[config.mk]
export PLATFORM = sky130hd
export DESIGN_NAME = alu_exec_stage_flat
export DESIGN_NICKNAME = d
export VERILOG_FILES = /design/src/rtl/alu_exec_stage_pkg.sv /design/src/rtl/alu_exec_stage_if.sv /design/src/rtl/alu_exec_stage_alu_core.sv /design/src/rtl/alu_exec_stage.sv /design/src/flat_wrapper.sv
export SDC_FILE = /design/constraint.sdc
export NUM_CORES = 1
export LEC_CHECK = 0
export ABC_CLOCK_PERIOD_IN_PS = 3200
export CELL_PAD_IN_SITES_DETAIL_PLACEMENT = 1
export CELL_PAD_IN_SITES_GLOBAL_PLACEMENT = 2
export CORE_AREA = 8 8 169 171
export CTS_CLUSTER_DIAMETER = 40
export DETAILED_ROUTE_END_ITERATION = 8
export DIE_AREA = 0 0 177 179
export PLACE_DENSITY_LB_ADDON = 0.12
export SLEW_MARGIN = 0
export SYNTH_ARGS = -nofsm -noshare
export SYNTH_HDL_FRONTEND = slang
export SYNTH_HIERARCHICAL = 1
export SYNTH_SLANG_ARGS = --single-unit
[constraint.sdc]
create_clock -name clk -period 3.2 [get_ports clk]
set_input_delay 0.32 -clock clk [delete_from_list [all_inputs] [get_ports clk]]
set_output_delay 0.32 -clock clk [all_outputs]
set_load 0.1 [all_outputs]
[src/rtl/alu_exec_stage_pkg.sv]
// Shared ALU op encodings and default datapath widths for the decoder and execute stage.
package alu_exec_stage_pkg;
  localparam int DEF_WIDTH = 32;
  localparam int DEF_RD_W  = 5;

  localparam logic [2:0] ALU_ADD = 3'b000;
  localparam logic [2:0] ALU_SUB = 3'b001;
  localparam logic [2:0] ALU_AND = 3'b010;
  localparam logic [2:0] ALU_OR  = 3'b011;
  localparam logic [2:0] ALU_SLT = 3'b101;
endpackage

[src/rtl/alu_exec_stage_if.sv]
// Execute-stage bus: upstream valid/ready operation, downstream valid/ready result, and flush.
interface alu_exec_stage_if
  import alu_exec_stage_pkg::*;
#(
  parameter int WIDTH = DEF_WIDTH,
  parameter int RD_W  = DEF_RD_W
);
  logic             flush;
  logic             in_valid;
  logic             in_ready;
  logic [2:0]       alu_control;
  logic [WIDTH-1:0] src_a;
  logic [WIDTH-1:0] src_b;
  logic [RD_W-1:0]  rd_in;
  logic             out_valid;
  logic             out_ready;
  logic [WIDTH-1:0] result;
  logic             zero;
  logic             overflow;
  logic             illegal_op;
  logic [RD_W-1:0]  rd_out;

  modport master (
    output flush, in_valid, alu_control, src_a, src_b, rd_in, out_ready,
    input  in_ready, out_valid, result, zero, overflow, illegal_op, rd_out
  );

  modport slave (
    input  flush, in_valid, alu_control, src_a, src_b, rd_in, out_ready,
    output in_ready, out_valid, result, zero, overflow, illegal_op, rd_out
  );
endinterface

[src/rtl/alu_exec_stage_alu_core.sv]
// Combinational ALU: result plus zero/overflow/illegal flags from op code and operands.
module alu_core
  import alu_exec_stage_pkg::*;
#(
  parameter int WIDTH = DEF_WIDTH
) (
  input  logic [2:0]       alu_control_i,
  input  logic [WIDTH-1:0] src_a_i,
  input  logic [WIDTH-1:0] src_b_i,
  output logic [WIDTH-1:0] result_o,
  output logic             zero_o,
  output logic             overflow_o,
  output logic             illegal_op_o
);
  localparam int MSB = WIDTH - 1;

  logic [WIDTH-1:0] sum;
  logic [WIDTH-1:0] diff;

  assign sum  = src_a_i + src_b_i;
  assign diff = src_a_i - src_b_i;

  always_comb begin
    result_o     = '0;
    overflow_o   = 1'b0;
    illegal_op_o = 1'b0;
    case (alu_control_i)
      ALU_ADD: begin
        result_o   = sum;
        overflow_o = (src_a_i[MSB] == src_b_i[MSB]) && (sum[MSB] != src_a_i[MSB]);
      end
      ALU_SUB: begin
        result_o   = diff;
        overflow_o = (src_a_i[MSB] != src_b_i[MSB]) && (diff[MSB] != src_a_i[MSB]);
      end
      ALU_AND: result_o = src_a_i & src_b_i;
      ALU_OR:  result_o = src_a_i | src_b_i;
      ALU_SLT: result_o = {{(WIDTH-1){1'b0}}, ($signed(src_a_i) < $signed(src_b_i))};
      default: illegal_op_o = 1'b1;
    endcase
  end

  assign zero_o = (result_o == '0);
endmodule

[src/rtl/alu_exec_stage.sv]
// Registered ALU execute stage: output register O plus one-entry skid S, 1-cycle latency.
// in_ready is a flop (!sv), so a downstream stall never reaches upstream combinationally.
module alu_exec_stage
  import alu_exec_stage_pkg::*;
#(
  parameter int WIDTH = DEF_WIDTH,
  parameter int RD_W  = DEF_RD_W
) (
  input  logic            clk,
  input  logic            rst,
  alu_exec_stage_if.slave bus
);
  typedef struct packed {
    logic [WIDTH-1:0] result;
    logic             zero;
    logic             overflow;
    logic             illegal_op;
    logic [RD_W-1:0]  rd;
  } entry_t;

  entry_t new_ent;
  entry_t o_q, o_d, s_q, s_d;
  logic   ov_q, ov_d, sv_q, sv_d;
  logic   rdy_q;
  logic   accept, drain;

  alu_core #(.WIDTH(WIDTH)) u_core (
    .alu_control_i (bus.alu_control),
    .src_a_i       (bus.src_a),
    .src_b_i       (bus.src_b),
    .result_o      (new_ent.result),
    .zero_o        (new_ent.zero),
    .overflow_o    (new_ent.overflow),
    .illegal_op_o  (new_ent.illegal_op)
  );
  assign new_ent.rd = bus.rd_in;

  assign accept = bus.in_valid & rdy_q;
  assign drain  = ov_q & bus.out_ready;

  always_comb begin
    o_d  = o_q;
    s_d  = s_q;
    ov_d = ov_q;
    sv_d = sv_q;
    if (bus.flush) begin
      ov_d = 1'b0;
      sv_d = 1'b0;
    end else if (drain && sv_q) begin
      o_d  = s_q;
      sv_d = 1'b0;
    end else if (accept && (!ov_q || drain)) begin
      o_d  = new_ent;
      ov_d = 1'b1;
    end else if (accept) begin
      s_d  = new_ent;
      sv_d = 1'b1;
    end else if (drain) begin
      ov_d = 1'b0;
    end
  end

  always_ff @(posedge clk or posedge rst) begin
    if (rst) begin
      o_q   <= '0;
      s_q   <= '0;
      ov_q  <= 1'b0;
      sv_q  <= 1'b0;
      rdy_q <= 1'b1;
    end else begin
      o_q   <= o_d;
      s_q   <= s_d;
      ov_q  <= ov_d;
      sv_q  <= sv_d;
      rdy_q <= !sv_d;
    end
  end

  assign bus.in_ready   = rdy_q;
  assign bus.out_valid  = ov_q;
  assign bus.result     = o_q.result;
  assign bus.zero       = o_q.zero;
  assign bus.overflow   = o_q.overflow;
  assign bus.illegal_op = o_q.illegal_op;
  assign bus.rd_out     = o_q.rd;
endmodule

[src/flat_wrapper.sv]
// flat-port wrapper written by rule: the top's interface ports become plain ports
module alu_exec_stage_flat import alu_exec_stage_pkg::*;
#(
  parameter int WIDTH = DEF_WIDTH,
  parameter int RD_W  = DEF_RD_W
)
  (clk, rst, bus_flush, bus_in_valid, bus_alu_control, bus_src_a, bus_src_b, bus_rd_in, bus_out_ready, bus_in_ready, bus_out_valid, bus_result, bus_zero, bus_overflow, bus_illegal_op, bus_rd_out);
  alu_exec_stage_if #(.WIDTH(WIDTH), .RD_W(RD_W)) bus_i ();
  input  logic clk;
  input  logic rst;
  input wire logic [$bits(bus_i.flush)-1:0] bus_flush;
  input wire logic [$bits(bus_i.in_valid)-1:0] bus_in_valid;
  input wire logic [$bits(bus_i.alu_control)-1:0] bus_alu_control;
  input wire logic [$bits(bus_i.src_a)-1:0] bus_src_a;
  input wire logic [$bits(bus_i.src_b)-1:0] bus_src_b;
  input wire logic [$bits(bus_i.rd_in)-1:0] bus_rd_in;
  input wire logic [$bits(bus_i.out_ready)-1:0] bus_out_ready;
  output wire logic [$bits(bus_i.in_ready)-1:0] bus_in_ready;
  output wire logic [$bits(bus_i.out_valid)-1:0] bus_out_valid;
  output wire logic [$bits(bus_i.result)-1:0] bus_result;
  output wire logic [$bits(bus_i.zero)-1:0] bus_zero;
  output wire logic [$bits(bus_i.overflow)-1:0] bus_overflow;
  output wire logic [$bits(bus_i.illegal_op)-1:0] bus_illegal_op;
  output wire logic [$bits(bus_i.rd_out)-1:0] bus_rd_out;
  assign bus_i.flush = bus_flush;
  assign bus_i.in_valid = bus_in_valid;
  assign bus_i.alu_control = bus_alu_control;
  assign bus_i.src_a = bus_src_a;
  assign bus_i.src_b = bus_src_b;
  assign bus_i.rd_in = bus_rd_in;
  assign bus_i.out_ready = bus_out_ready;
  assign bus_in_ready = bus_i.in_ready;
  assign bus_out_valid = bus_i.out_valid;
  assign bus_result = bus_i.result;
  assign bus_zero = bus_i.zero;
  assign bus_overflow = bus_i.overflow;
  assign bus_illegal_op = bus_i.illegal_op;
  assign bus_rd_out = bus_i.rd_out;
  alu_exec_stage #(.WIDTH(WIDTH), .RD_W(RD_W)) u_core (.clk(clk), .rst(rst), .bus(bus_i));
endmodule
==> results.cfg, run 1 <==
[synth]
ys_types = 86
yosysTopAreaCell = dfrtp_1
postSynth.asyncResetShare_pct = 100.0
synthesis.nets = 1226
yosysTopAreaCellShare_pct = 22.93
avgSynthCellArea_sq_um = 8.606
synth.area.top_cells = dfrtp_1, ha_1, mux2_2
synth_cells = 1040
yosys_warnings = 6
ys_seq_elements = 83
yosysSeqAreaShare_pct = 23.22
synth-edff-count = 0
yosys_most_used_dff = dfrtp_1
syn_area_sq_um = 8950

[cts]
clkSlewWorstSetupHoldPaths_ps = 70
worstSkewPairLatency_ps = 340
hold_buffers = 0
cts_buffer_depth = 2
cts.sinks = 83
cts_tree = yes
root_buffer = clkbuf_16
htree_num_levels = 3
cts-buffers-inserted = 9

[layout]
drive_gt1_share_pct = 52.08
nFillCells = 2924
multi_input_area_sq_um = 7541
num-nets-final = 1692
final_cell_count_no_fill = 1846
final-seq-area_sq_um = 2078
synthToLayoutAreaGrowth_pct = 67.52
antenna_cells = 0

[sta]
worstMarginPinSlew_ps = 1041
finalWorstSetupSlack_ps = -805.6
max_freq_mhz = 249.7
hold_viol_final = 0
final.min_clock_period_ps = 4006
maxSlewHeadroom_pct = 30.37
rsz0062_at_grt = true
whs_ps = 316.7
finalSetupViolCount = 18
timing.final.crit_share_pct = 125.2
drv_slew = 0
clock_skew_ps = 11.64

[routing]
drc_errors = 0
drt-vias-per-instance = 5.321
drtPass1Iterations = 5
avgRoutedWirePerCell_um = 20.69
via_count = 9822
drt-initial-drc-count = 448
ant_nets = 0
routed_wl_um = 38200

[global_route]
grt_max_degree = 41
grt_pass1_vias = 10780
antenna_found_initial = 1
grt-ovfl-total = 0
grt_usage_pct = 23.49
grt_pass1_wl_um = 59370

[worst_setup_path]
critPathArrivalTime_ps = 4270
r2r_start = u_core/bus.out_valid
path_max_fanout = 3
required_ps = 3460
slowest_stage = or4b_1
max_stage_delay_ps = 530
cp-start-kind = input pin
critPathCaptureType = flop
crit_family = simple AND/OR/NAND/NOR gates
critPathLaunch = bus_src_a[1]
path_class = in2reg
path_buf_inv = 3
path_cells = buf_8 -> clkinvlp_4 -> buf_4 -> fa_2 -> o21bai_4 -> a21oi_2 -> o311ai_2 -> nor3_1 -> or3_1 -> or4b_1 -> a2111o_1 -> a2111o_1 -> nor4_4 -> o2111ai_2 -> nor4_2 -> mux2_4 -> mux2_4

[floorplanning]
die_w_um = 177
core_area_sq_um = 25760
num_rows = 59
initial_core_util_pct = 34.74
fp.dieH_um = 179
ios = 119
die_area_sq_um = 31680

[placed_design]
pre_cts_ws_ps = -1612
dp_cells = 1768
dpl.hpwl_um = 28910
gp_congestion = 0.8961
io_buffers = 118

[run]
cap_violations = 0

[outcome]
violations = negative setup slack
outcome = finished, violations left

[power]
power.density_nw_per_um2 = 399.9
p_leak_uw = 0.006955
peakVddDrop_v = 0.0006499

[hold_path]
hold_class = in2async
cells by family (layout without fill, tap and decap cells):
family	after synthesis	in the layout	synth area share [%]
compound gates	304	304	23.17
simple gates	231	231	12.72
buf+inv	164	635	7.242
mux	131	131	16.48
fa+ha+maj	109	109	15.41
flops	83	83	23.22
xor+xnor	18	18	1.761
path summary, 6_finish.rpt:
path                       cells past startpoint                   end  slack (ps)
setup reg to reg                               4       u_core/bus.zero        1010
min in group clk                               1        u_core/s_q[37]         500
hold reg to reg                                1        u_core/s_q[37]         500
hold / removal                                 2  u_core/bus.rd_out[1]         320
setup / recovery                              17       u_core/bus.zero        -810
max in group asynchronous                      3        u_core/s_q[39]        2070
layout by cell type, fill, tap and decap left out, types with 7 or more instances in the layout:
| cell type | count |
|---|---|
| o31ai_1 | 8 |
| nor3_1 | 14 |
| buf_2 | 7 |
| a21oi_2 | 19 |
| o21ai_2 | 8 |
| xnor2_1 | 15 |
| o21ai_1 | 10 |
| clkdlybuf4s50_1 | 60 |
| inv_2 | 50 |
| ha_4 | 32 |
| mux2_2 | 97 |
| nand3_1 | 9 |
| dlygate4sd2_1 | 30 |
| nand2_1 | 61 |
| buf_4 | 363 |
| buf_6 | 38 |
| a21oi_1 | 56 |
| dfrtp_1 | 82 |
| o211ai_1 | 14 |
| inv_1 | 46 |
| a31oi_1 | 9 |
| o21ai_0 | 46 |
| a21o_1 | 13 |
| nor2_1 | 54 |
| mux2_4 | 21 |
| clkbuf_16 | 9 |
| ha_1 | 71 |
| a211o_1 | 7 |
state kept, by name, indices dropped and copies added, names as in the netlist:
register               cells
u_core/bus.overflow        1
u_core/s_q                40
u_core/bus.in_ready        1
u_core/bus.rd_out          5
u_core/bus.zero            1
u_core/bus.illegal_op      1
u_core/bus.out_valid       1
u_core/sv_q                1
u_core/bus.result         32
worst register-to-register path, cell delays in order, from the launching register on:
cell,delay (ps)
dfrtp_1,540
nand3_2,510
buf_4,420
mux2_4,330
mux2_4,270
what timing repair did:
| action | 4_1_cts | 5_1_grt |
|---|---|---|
| setup buffers | 42 | 24 |
| pin swaps | 114 | 54 |
| setup endpoints to repair | 42 | 26 |
| resized for setup | 359 | 80 |
routing by layer:
layer	track usage [%]	part of all wire, %	vias to the layer above
li1	-	-	4690
met1	29.45	44	4911
met2	41.97	51	174
met3	2.970	3.3	45
met4	5.709	1.7	2
met5	0	0.045	-
synth_stat cells (8+ instances only):
cell type  instances
nor4_1             9
nor3_1            20
dfrtp_1           82
mux2_2           117
mux2i_1            9
o211ai_1          14
a21oi_1           80
nor2_1            62
buf_2             20
nor2b_1            8
o21ai_0           61
nand3_1           11
o31ai_1           13
a211oi_1           9
a21o_1            14
inv_1            104
o21bai_1           8
a31oi_1           13
ha_1             107
nand2_1           68
o22ai_1            8
xnor2_1           17
clkbuf_1          29
cell type report:
| cell class | count | share of cell area, % |
|---|---|---|
| clock buffers | 9 | 1.502 |
| flip-flops and latches | 83 | 13.86 |
| well taps | 335 | 2.796 |
| clock inverters | 7 | 0.4924 |
| multi-input cells | 793 | 50.30 |
| inverters | 106 | 2.812 |
| repair buffers | 513 | 28.24 |
stage by stage:
| step | total power (uW) | setup TNS [ps] | cell area [sq um] | utilization (%) |
|---|---|---|---|---|
| 4_1_cts | 5882 | -4797 | 14540 | 56.44 |
| 2_1_floorplan | 3266 | -1136 | 9141 | - |
| 5_1_grt | 6281 | -9248 | 14990 | 58.20 |
| 3_3_place_gp | 4443 | -34380 | 12990 | 50.42 |
| 3_5_place_dp | 4508 | -37190 | 12990 | 50.42 |
| 6_report | 5996 | -6990 | 14990 | 58.20 |
power by group:
| group | internal (uW) | switching, uW | leakage (uW) | total (uW) |
|---|---|---|---|---|
| Sequential | 1280 | 146 | 0.00107 | 1430 |
| Combinational | 1460 | 2060 | 0.00574 | 3520 |
| Clock | 610 | 437 | 0.000147 | 1050 |
Power figures use the tool's default switching activity.
==> inputs of run 2 (changes only) <==
Settings changed: GPL_TIMING_DRIVEN set to 0.
==> run 2 against run 1 <==
The flow still finishes with violations (negative setup slack). Setup slack got worse by 62 ps. Power down 6.2%. Die area is the same. Core utilization shrank 6.4 points. Design area shrank 11%. Critical path depth grew 2. Maximum frequency decreased by 1.5%. Sequential cell count is the same. Combinational power down 8.8%. Clock-buffer cell count rose by 2. Clock skew shrank 7.2 ps. Largest power group unchanged.
==> results.cfg, run 2 (synthesis results as in run 1) <==
[outcome]
outcome = finished, violations left
violations = negative setup slack

[global_route]
antenna_found_initial = 0
grt_max_degree = 66
grt_pass1_vias = 9689
grt-ovfl-total = 0
grt_usage_pct = 21.93
grt_pass1_wl_um = 55060

[run]
cap_violations = 0

[cts]
cts.sinks = 83
worstSkewPairLatency_ps = 330
cts_tree = yes
cts-buffers-inserted = 9
root_buffer = clkbuf_16
hold_buffers = 0
clkSlewWorstSetupHoldPaths_ps = 60
cts_buffer_depth = 2
htree_num_levels = 3

[power]
power.density_nw_per_um2 = 421.8
combinationalPowerShare_pct = 57.0
p_leak_uw = 0.005884
seqPwrFrac_pct = 25.2
switching_share_pct = 44.78
clockPowerShare_pct = 17.8
switchingPower_uw = 2519
peakVddDrop_v = 0.0005675
p_int_uw = 3106

[sta]
maxSlewHeadroom_pct = 31.18
finalWorstSetupSlack_ps = -867.4
timing.final.crit_share_pct = 127.1
max_freq_mhz = 245.9
drv_slew = 0
whs_ps = 289.7
finalSetupViolCount = 15
rsz0062_at_grt = true
clock_skew_ps = 4.431
final.min_clock_period_ps = 4067
worstMarginPinSlew_ps = 1029
hold_viol_final = 0

[routing]
drtPass1Iterations = 5
drc_errors = 0
via_count = 8929
avgRoutedWirePerCell_um = 22.18
drt-vias-per-instance = 5.563
ant_nets = 0
drt-initial-drc-count = 446
routed_wl_um = 35600

[layout]
multi_input_area_sq_um = 7690
final-seq-area_sq_um = 2078
antenna_cells = 0
drive_gt1_share_pct = 43.39
final_cell_mix = mux2_2, buf_4, dfrtp_1, ha_1, clkdlybuf4s50_1
synthToLayoutAreaGrowth_pct = 49.00
nFillCells = 2891
final_core_util_pct = 51.76
layout_commonest_cell = mux2_2
largest_register_ff_count = 40
num-nets-final = 1453
regMostFlops = u_core/s_q

[worst_setup_path]
reg2reg_slack_ps = 1240
path_class = in2reg
critPathCaptureType = flop
r2r_end = u_core/s_q[36]
critPathArrivalTime_ps = 4330
cp-start-kind = input pin
path_max_fanout = 3
r2r_cells = 4
required_ps = 3470
r2r_start = u_core/bus.in_ready

[floorplanning]
die_area_sq_um = 31680
ios = 119
initial_core_util_pct = 34.74
fp.dieH_um = 179
die_w_um = 177
core_area_sq_um = 25760
num_rows = 59

[placed_design]
dpl.hpwl_um = 26610
gp_congestion = 0.8832
io_buffers = 117

[hold_path]
hold_class = in2async
## run 2: power by group through the flow
stage               registers [uW]  logic, uW  clock network, uW
global route                  1450       3380               1070
detailed placement            1430       2620                  0
global placement              1420       2600                  0
floorplan                     2220       1050                  0
CTS                           1420       3010               1020
finish                        1420       3210               1000
## run 2: worst max path at each step
| stage | startpoint | depth (start not counted) | end | slack (ps) |
|---|---|---|---|---|
| floorplan | bus_src_a[0] | 16 | u_core/bus.zero | -600 |
| global placement | bus_alu_control[0] | 15 | u_core/bus.zero | -2530 |
| detailed placement | bus_alu_control[0] | 15 | u_core/bus.zero | -2520 |
| CTS | bus_src_a[0] | 17 | u_core/bus.zero | -890 |
| global route | bus_src_a[1] | 18 | u_core/bus.zero | -990 |
| finish | bus_src_a[1] | 19 | u_core/bus.zero | -870 |
## run 2: final cells by class
class / count / area share [%]
clock buffers: 11 / 1.820
well taps: 335 / 3.143
clock inverters: 3 / 0.3002
plain buffers: 49 / 3.096
inverters: 106 / 3.303
repair buffers: 225 / 15.09
multi-input cells: 793 / 57.67
flip-flops and latches: 83 / 15.58
## run 2: critical path: stages
cell and delay, ps:
buf_8 80, clkinvlp_4 90, buf_6 130, ha_4 260, or3_4 110, and3_4 220, o211ai_4 110, a311oi_4 430
buf_6 180, a211oi_4 60, buf_4 170, o21ai_1 110, or3b_4 390, or4bb_4 550, nor4_4 330, o2111ai_2 200
nor4_4 260, mux2_4 190, mux2_4 130
## run 2: metal layers
layer	vias up	track usage, %	share of wire, %	wire length [um]
li1	4202	-	-	-
met1	4489	27.86	44	15760
met2	187	37.58	49	17390
met3	51	3.307	4.3	1519
met4	0	6.900	2.6	929
met5	-	0	0	0
## run 2: stage by stage
step | power [uW] | cells | setup slack, ps | TNS (ps) | instance area (sq um)
finish | 5625 | 1605 | -867.4 | -4904 | 13340
global route | 5898 | 1605 | -988.6 | -6437 | 13340
CTS | 5449 | 1571 | -888.7 | -6612 | 12630
detailed placement | 4055 | 1493 | -2518 | -70320 | 10760
global placement | 4017 | 1492 | -2527 | -126930 | 10730
floorplan | 3266 | 1040 | -601.4 | -1136 | 9141
## run 2: timing repair
item	in CTS	in global routing
pin swaps	80	58
gates cloned	1	0
gates resized for setup	341	178
setup buffers	71	43
setup endpoints to repair	55	33
==> inputs of run 3 (changes only) <==
Settings changed: ABC_CLOCK_PERIOD_IN_PS 3200 to 5200.
Clock period 3.2 ns to 5.2 ns, I/O delays scaled along.
==> run 3 against run 2 <==
The run now ends clean. Critical path depth fell by 1. Routed wire length decreased by 8.4%. Die area did not move. Combinational power shrank 50%. Core utilization down 9.3 points. Global-route usage is 1.6 points lower. Critical path type unchanged. Critical endpoint unchanged.
==> results.cfg, run 3 (synthesis results as in run 1) <==
[global_route]
grtUsageMet3_pct = 2.970
grt_pass1_vias = 8948
grt_usage_pct = 20.36
gr-max-usage-layer = met2
grt_pass1_wl_um = 51060
met1_usage_pct = 27.24
grt_use_met2_pct = 33.94
grt_max_degree = 55
antenna_found_initial = 0
grt-ovfl-total = 0

[sta]
maxSlewHeadroom_pct = 29.13
drv_slew = 0
rsz0062_at_grt = false
finalSetupViolCount = 0
hold_viol_final = 0
final.min_clock_period_ps = 5132
worstMarginPinSlew_ps = 1060
timing.final.crit_share_pct = 98.68
finalWorstSetupSlack_ps = 68.42
clock_skew_ps = 3.313
max_freq_mhz = 194.9
whs_ps = 492.5

[placed_design]
dpl.hpwl_um = 26390
gp_congestion = 0.8736
io_buffers = 117
placed_area_sq_um = 10570
pre_cts_ws_ps = -746.7

[worst_setup_path]
path_cells = clkdlybuf4s50_1 -> inv_1 -> ha_1 -> buf_2 -> nor3_2 -> o21ai_0 -> a31oi_1 -> a311oi_4 -> buf_12 -> a21o_1 -> a2111oi_0 -> or4_1 -> a31oi_1 -> xnor2_1 -> o21ai_0 -> nor4_2 -> mux2_2 -> mux2_2
slowest_stage = a2111oi_0
path_class = in2reg
critPathCaptureType = flop
reg2reg_slack_ps = 3240
cp-start-kind = input pin
crit_family = compound AO/OA/AOI/OAI gates
max_stage_delay_ps = 620
path_buf_inv = 4
critPathArrivalTime_ps = 5350
required_ps = 5420
path_max_fanout = 9

[power]
power.density_nw_per_um2 = 288.4
p_total_uw = 3158
peakVddDrop_v = 0.0003430
p_leak_uw = 0.004945

[cts]
root_buffer = clkbuf_16
cts.sinks = 83
cts-buffers-inserted = 9
cts_tree = yes
htree_num_levels = 3
cts_buffer_depth = 2
clkSlewWorstSetupHoldPaths_ps = 60
worstSkewPairLatency_ps = 330

[routing]
drc_errors = 0
drtPass1Iterations = 4
avgRoutedWirePerCell_um = 21.61
routed_wl_um = 32590
drt-initial-drc-count = 470
via_count = 8435
drt-vias-per-instance = 5.594
ant_nets = 0

[run]
cap_violations = 0

[layout]
synthToLayoutAreaGrowth_pct = 22.35
final_core_util_pct = 42.50
final_cell_mix = clkdlybuf4s50_1, mux2_2, ha_1, inv_1, dfrtp_1
drive_gt1_share_pct = 16.28
regMostFlops = u_core/s_q
antenna_cells = 0
final_cell_area_sq_um = 10950
largest_register_ff_count = 40
nFillCells = 3038
num-nets-final = 1354

[floorplanning]
die_area_sq_um = 31680
ios = 119
num_rows = 59
die_w_um = 177
core_area_sq_um = 25760
initial_core_util_pct = 34.74
fp.dieH_um = 179

[hold_path]
hold_class = reg2reg

[outcome]
outcome = finished clean
==> run 3: worst paths after layout <==
path                                     start              end  depth (start not counted)
max                              bus_src_a[11]  u_core/bus.zero                         18
min                              u_core/s_q[4]    u_core/s_q[4]                          1
max reg2reg                u_core/bus.in_ready   u_core/s_q[23]                          4
min reg2reg                      u_core/s_q[4]    u_core/s_q[4]                          1
max in group asynchronous                  rst   u_core/s_q[23]                          3
min in group asynchronous                  rst    u_core/s_q[2]                          2
==> run 3: layout make-up <==
type / instances / area, sq um / share of cell area (%)
Timing Repair Buffer: 119 / 1219 / 11.13
Multi-Input combinational cell: 793 / 6256 / 57.13
Tap cell: 335 / 419.2 / 3.828
Sequential cell: 83 / 2078 / 18.98
Inverter: 106 / 400.4 / 3.656
Buffer: 56 / 251.5 / 2.297
Clock inverter: 7 / 101.3 / 0.9255
Clock buffer: 9 / 225.2 / 2.057
==> run 3: power by group <==
| part | internal [uW] | switching [uW] |
|---|---|---|
| clock network | 424 | 262 |
| logic | 519 | 1080 |
| registers | 790 | 79.7 |
| total | 1730 | 1430 |
==> run 3: timing repair <==
action / 4_1_cts / 5_1_grt
pin swaps: 0 / 1
resized for setup: 2 / 12
hold buffers: 0 / 0
setup endpoints to repair: 4 / 2
buffers inserted: 0 / 1
==> run 3: metrics by stage <==
step | TNS, ps | instances
3_5_place_dp | -3382 | 1493
5_1_grt | 0 | 1508
2_1_floorplan | 0 | 1040
3_3_place_gp | -3599 | 1492
4_1_cts | 0 | 1508
6_report | 0 | 1508
==> run 3: per-layer routing <==
| layer | vias up | share of wire, % |
|---|---|---|
| li1 | 3998 | - |
| met1 | 4196 | 46 |
| met2 | 192 | 47 |
| met3 | 49 | 4.4 |
| met4 | 0 | 2.2 |
| met5 | - | 0 |
